File: src/rtl/pipe_add_pkg.sv
// rtl/pipe_add_pkg.sv - shared operation mode encoding for the pipelined adder
package pipe_add_pkg;

    typedef enum logic [1:0] {
        MODE_ADD  = 2'd0,
        MODE_SUB  = 2'd1,
        MODE_SADD = 2'd2,
        MODE_ACC  = 2'd3
    } mode_t;

endpackage

File: src/rtl/pipe_add_unit_if.sv
// rtl/pipe_add_unit_if.sv - operand/result handshake bundle for pipe_add_unit
interface pipe_add_unit_if #(
    parameter int WIDTH = 8
) ();
    logic             in_valid;
    logic             in_ready;
    logic [WIDTH-1:0] in0;
    logic [WIDTH-1:0] in1;
    logic [1:0]       mode;
    logic             acc_clear;
    logic             out_valid;
    logic             out_ready;
    logic [WIDTH-1:0] out;
    logic             overflow;

    modport master (
        output in_valid, in0, in1, mode, acc_clear, out_ready,
        input  in_ready, out_valid, out, overflow
    );

    modport slave (
        input  in_valid, in0, in1, mode, acc_clear, out_ready,
        output in_ready, out_valid, out, overflow
    );
endinterface

File: src/rtl/add_core.sv
// rtl/add_core.sv - combinational add/sub/saturating-add/accumulate datapath
module add_core
    import pipe_add_pkg::*;
#(
    parameter int WIDTH = 8
) (
    input  logic [WIDTH-1:0] a_i,
    input  logic [WIDTH-1:0] b_i,
    input  mode_t            mode_i,
    input  logic [WIDTH-1:0] base_i,
    output logic [WIDTH-1:0] result_o,
    output logic             overflow_o
);
    logic [WIDTH:0] sum;
    logic [WIDTH:0] diff;
    logic [WIDTH:0] acc_sum;

    always_comb begin
        sum        = {1'b0, a_i} + {1'b0, b_i};
        diff       = {1'b0, a_i} - {1'b0, b_i};
        acc_sum    = {1'b0, base_i} + {1'b0, a_i};
        result_o   = sum[WIDTH-1:0];
        overflow_o = sum[WIDTH];
        case (mode_i)
            MODE_ADD: begin
                result_o   = sum[WIDTH-1:0];
                overflow_o = sum[WIDTH];
            end
            // The extra bit of the widened difference is set exactly when a < b.
            MODE_SUB: begin
                result_o   = diff[WIDTH-1:0];
                overflow_o = diff[WIDTH];
            end
            MODE_SADD: begin
                result_o   = sum[WIDTH] ? {WIDTH{1'b1}} : sum[WIDTH-1:0];
                overflow_o = sum[WIDTH];
            end
            MODE_ACC: begin
                result_o   = acc_sum[WIDTH-1:0];
                overflow_o = acc_sum[WIDTH];
            end
            default: begin
                result_o   = sum[WIDTH-1:0];
                overflow_o = sum[WIDTH];
            end
        endcase
    end
endmodule

File: src/rtl/pipe_add_unit.sv
// rtl/pipe_add_unit.sv - STAGES-deep valid/ready adder pipeline with accumulator
module pipe_add_unit
    import pipe_add_pkg::*;
#(
    parameter int WIDTH  = 8,
    parameter int STAGES = 2
) (
    input  logic            clock,
    input  logic            reset,
    pipe_add_unit_if.slave  bus
);
    typedef struct packed {
        logic             valid;
        logic             ovf;
        logic [WIDTH-1:0] data;
    } stage_t;

    stage_t           stage_q [STAGES];
    stage_t           stage_d [STAGES];
    logic [WIDTH-1:0] acc_q;
    logic [WIDTH-1:0] acc_d;
    logic [WIDTH-1:0] acc_base;
    logic [WIDTH-1:0] core_result;
    logic             core_overflow;
    logic             advance;
    logic             accept;
    mode_t            mode;

    assign mode     = mode_t'(bus.mode);
    assign advance  = !stage_q[STAGES-1].valid || bus.out_ready;
    assign accept   = bus.in_valid && advance;
    assign acc_base = bus.acc_clear ? '0 : acc_q;

    add_core #(
        .WIDTH(WIDTH)
    ) u_add_core (
        .a_i        (bus.in0),
        .b_i        (bus.in1),
        .mode_i     (mode),
        .base_i     (acc_base),
        .result_o   (core_result),
        .overflow_o (core_overflow)
    );

    // Data only moves behind a valid bit, so bubbles leave out/overflow at their last result.
    always_comb begin
        stage_d = stage_q;
        if (advance) begin
            stage_d[0].valid = bus.in_valid;
            if (bus.in_valid) begin
                stage_d[0].data = core_result;
                stage_d[0].ovf  = core_overflow;
            end
            for (int i = 1; i < STAGES; i++) begin
                stage_d[i].valid = stage_q[i-1].valid;
                if (stage_q[i-1].valid) begin
                    stage_d[i].data = stage_q[i-1].data;
                    stage_d[i].ovf  = stage_q[i-1].ovf;
                end
            end
        end
    end

    // Updated at acceptance rather than at the output so back-to-back ACC ops chain.
    always_comb begin
        acc_d = acc_q;
        if (accept && mode == MODE_ACC) begin
            acc_d = core_result;
        end else if (bus.acc_clear) begin
            acc_d = '0;
        end
    end

    always_ff @(posedge clock) begin
        if (reset) begin
            for (int i = 0; i < STAGES; i++) begin
                stage_q[i] <= '0;
            end
            acc_q <= '0;
        end else begin
            stage_q <= stage_d;
            acc_q   <= acc_d;
        end
    end

    assign bus.in_ready  = advance;
    assign bus.out_valid = stage_q[STAGES-1].valid;
    assign bus.out       = stage_q[STAGES-1].data;
    assign bus.overflow  = stage_q[STAGES-1].ovf;
endmodule

File: src/flat_wrapper.sv
// flat-port wrapper written by rule: the top's interface ports become plain ports
module pipe_add_unit_flat import pipe_add_pkg::*;
#(
    parameter int WIDTH  = 8,
    parameter int STAGES = 2
)
  (clock, reset, bus_in_valid, bus_in0, bus_in1, bus_mode, bus_acc_clear, bus_out_ready, bus_in_ready, bus_out_valid, bus_out, bus_overflow);
  pipe_add_unit_if #(.WIDTH(WIDTH)) bus_i ();
  input  logic clock;
  input  logic reset;
  input wire logic [$bits(bus_i.in_valid)-1:0] bus_in_valid;
  input wire logic [$bits(bus_i.in0)-1:0] bus_in0;
  input wire logic [$bits(bus_i.in1)-1:0] bus_in1;
  input wire logic [$bits(bus_i.mode)-1:0] bus_mode;
  input wire logic [$bits(bus_i.acc_clear)-1:0] bus_acc_clear;
  input wire logic [$bits(bus_i.out_ready)-1:0] bus_out_ready;
  output wire logic [$bits(bus_i.in_ready)-1:0] bus_in_ready;
  output wire logic [$bits(bus_i.out_valid)-1:0] bus_out_valid;
  output wire logic [$bits(bus_i.out)-1:0] bus_out;
  output wire logic [$bits(bus_i.overflow)-1:0] bus_overflow;
  assign bus_i.in_valid = bus_in_valid;
  assign bus_i.in0 = bus_in0;
  assign bus_i.in1 = bus_in1;
  assign bus_i.mode = bus_mode;
  assign bus_i.acc_clear = bus_acc_clear;
  assign bus_i.out_ready = bus_out_ready;
  assign bus_in_ready = bus_i.in_ready;
  assign bus_out_valid = bus_i.out_valid;
  assign bus_out = bus_i.out;
  assign bus_overflow = bus_i.overflow;
  pipe_add_unit #(.WIDTH(WIDTH), .STAGES(STAGES)) u_core (.clock(clock), .reset(reset), .bus(bus_i));
endmodule
File: config.mk
export PLATFORM = sky130hd
export DESIGN_NAME = pipe_add_unit_flat
export DESIGN_NICKNAME = d
export VERILOG_FILES = /design/src/rtl/pipe_add_pkg.sv /design/src/rtl/pipe_add_unit_if.sv /design/src/rtl/add_core.sv /design/src/rtl/pipe_add_unit.sv /design/src/flat_wrapper.sv
export SDC_FILE = /design/constraint.sdc
export NUM_CORES = 1
export LEC_CHECK = 0
export CORE_MARGIN = 5
export CORE_UTILIZATION = 40
export CTS_CLUSTER_SIZE = 14
export DETAILED_ROUTE_END_ITERATION = 10
export SLEW_MARGIN = 40
export SYNTH_ARGS = -nofsm -noshare
export SYNTH_HDL_FRONTEND = slang
export SYNTH_SLANG_ARGS = --single-unit
File: constraint.sdc
create_clock -name clock -period 4.59 [get_ports clock]
set_input_delay 0.918 -clock clock [delete_from_list [all_inputs] [get_ports clock]]
set_output_delay 0.918 -clock clock [all_outputs]
set_load 0.005 [all_outputs]
==> results.yml <==
floorplanning:
  rows: 29
  die_h_um: 89.8
  coreArea_um2: 6280
  fp.dieW_um: 89.8
  io_pins: 34
  dieArea_um2: 8070
  initial_core_util_pct: 40.6
clock_tree:
  cts_tree: "done"
  worstSkewPairLatency_ns: 0.28
  cts_buffers: 3
  cts_setup_buffers: 0
  cts_sinks: 28
  clockRootBuffer: "clkbuf_8"
  clkTransAtPathRegs_ns: 0.09
  ctsResizeCount: 0
  ctsHoldBuffers: 0
  htreeDepth: 1
  clock_path_buffers: 2
synthesis:
  syn_nets: 389
  avgSynthCellArea_um2: 7.52
  ys.warnings.count: 0
  yosysSeqAreaShare_pct: 22.0
  synth_flop_cell: "dfxtp_1"
  syn_area_um2: 2550
  syn_inst: 339
  ys_async_sr_fraction_pct: 0
  synth_edf_count: 0
  synth_cell_types: 53
  ys_ff_latch: 28
finish:
  n_antenna_cell: 0
  layout_commonest_cell: "nor2_1"
  syn_to_final_growth_pct: 13.6
  drive_above_1_share_pct: 4.25
  layout.nets: 405
  layout_common_cells: "nor2_1, clkdlybuf4s50_1, dfxtp_1"
grt:
  grt_pass1_vias: 2409
  grt_pass1_wl_um: 11400
  antenna_found_initial: 0
  grt.total_usage_pct: 16.8
  grt-ovfl-total: 0
  grt_max_degree: 32
drt:
  m1WireLength_um: 3090
  vias_per_cell: 5.62
  drc: 0
  wirelength_um: 6750
  wl_met3_um: 349
  drtIter0Drc: 94
  top_layer: "met4"
  vias: 2415
  post_drt_wl_per_cell_um: 15.7
  drtPass1Iterations: 4
  ant_nets: 0
  dr_wl_met2_um: 3140
run:
  cap_viol_max_count: 0
run_status:
  status: "finished clean"
setup_path:
  crit_path_end_kind: "flop"
  start_kind: "input pin"
  critPathArrivalTime_ns: 3.51
  critPathRequiredTime_ns: 4.73
  path_max_fanout: 5
  crit_type: "input pin to flop"
power:
  powerDensity_nw_per_um2: 214
  p_leak_nw: 1.13
  vdd_ir_drop_max_uv: 118
  total_power_uw: 620
place:
  gp_congestion: 0.819
  dp_hpwl_um: 5380
  port_buffers: 33
sta:
  setup_viol: 0
  slew_violations: 0
  fin_crit_sh_pct: 73.4
  rsz0062_at_grt: "false"
  fmaxAchievable_ghz: 0.297
  max-slew-margin-rel_pct: 55.9
  skew_ns: 0.00475
  layout_min_cycle_time_ns: 3.37
  tightestPinTransition_ns: 0.659
  finalSetupTns_ns: 0
  final_hold_viol_count: 0
hold_path:
  hold_class: "flop to flop"
[cells by family (layout without fill, tap and decap cells)]
| logic type | count (synthesis) | in the layout | share of synthesized area, % |
|---|---|---|---|
| and+or+nand+nor | 129 | 129 | 25.7 |
| AOI/OAI and AO/OA | 96 | 96 | 25.2 |
| buffers and inverters | 47 | 61 | 8.54 |
| DFF | 28 | 28 | 22.0 |
| adders and majority gates | 27 | 27 | 14.1 |
| muxes | 7 | 7 | 2.80 |
| xor gates and xnor gates | 5 | 5 | 1.72 |
[synth_stat cells (2+ instances only)]
cell type	n	area, um2
inv_2	3	11.3
o21ai_0	12	60.1
nor3_1	7	35.0
buf_2	3	15.0
a31oi_1	6	37.5
fa_1	3	60.1
o31ai_1	3	22.5
nand3b_1	7	52.6
o21a_1	3	22.5
nor2_1	38	143
o21bai_1	3	22.5
ha_1	24	300
nand2_1	26	97.6
dfxtp_1	28	561
inv_1	20	75.1
nor3b_1	5	37.5
nor4_1	3	18.8
a21oi_1	26	130
clkbuf_1	11	41.3
o211ai_1	4	30.0
o31a_1	3	26.3
xor2_1	2	17.5
xnor2_1	3	26.3
nand2b_1	5	31.3
or2_2	2	12.5
nand3_1	10	50.1
nor2b_1	15	93.8
or3_1	3	18.8
a22oi_1	4	30.0
mux2i_1	6	60.1
o21ai_1	8	40.0
a211oi_1	12	90.1
buf_4	10	75.1
and2_1	2	12.5
[where the power goes]
group	internal [mW]	total (mW)	switching, mW
clock network	0.0591	0.135	0.0764
registers	0.256	0.265	0.00828
logic	0.0961	0.220	0.124
total	0.412	0.620	0.209
[state kept, by name (all words and copies together) (netlist names)]
| register | count |
|---|---|
| u_core.stage_q | 10 |
| u_core.acc_q | 8 |
| u_core.bus.out | 8 |
| u_core.bus.out_valid | 1 |
| u_core.bus.overflow | 1 |
[final cells by class]
cell class / count / area (um2)
flip-flops and latches: 28 / 561
well taps: 77 / 96.3
fillers: 647 / 3380
inverters: 23 / 86.3
clock buffers: 3 / 41.3
multi-input cells: 264 / 1770
repair buffers: 35 / 340
[routing by layer]
metal / global-route usage (%) / up-vias
met5: 0 / -
met4: 5.67 / 0
met3: 2.50 / 13
met2: 28.2 / 65
met1: 22.0 / 1107
li1: - / 1230
[metrics by stage]
step,cell area (um2),std cells,util (%),worst slack [ns],hold WS (ns)
floorplan,2550,339,-,1.92,0.437
global placement,2860,427,45.6,0.974,0.444
detailed placement,2860,427,45.5,0.957,0.448
CTS,2900,430,46.1,1.24,0.461
global route,2900,430,46.1,1.01,0.481
finish,2900,430,46.1,1.22,0.457
[worst paths after layout]
kind	cells past startpoint	startpoint	slack (ns)	end
min	2	u_core.bus.out[5]	0.46	u_core.bus.out[5]
min reg2reg	2	u_core.bus.out[5]	0.46	u_core.bus.out[5]
max	11	bus_in0[0]	1.22	u_core.acc_q[6]
max reg2reg	10	u_core.acc_q[0]	2.23	u_core.stage_q[14]
[worst max-delay path, cell delays in order]
cell	delay, ns
clkdlybuf4s50_1	0.49
inv_1	0.09
ha_1	0.16
inv_1	0.05
fa_1	0.41
a211oi_1	0.52
or4b_1	0.21
a21oi_1	0.08
nor3_1	0.24
and4_1	0.25
a211oi_1	0.08
Note: power is estimated with default switching activity, not from simulation.
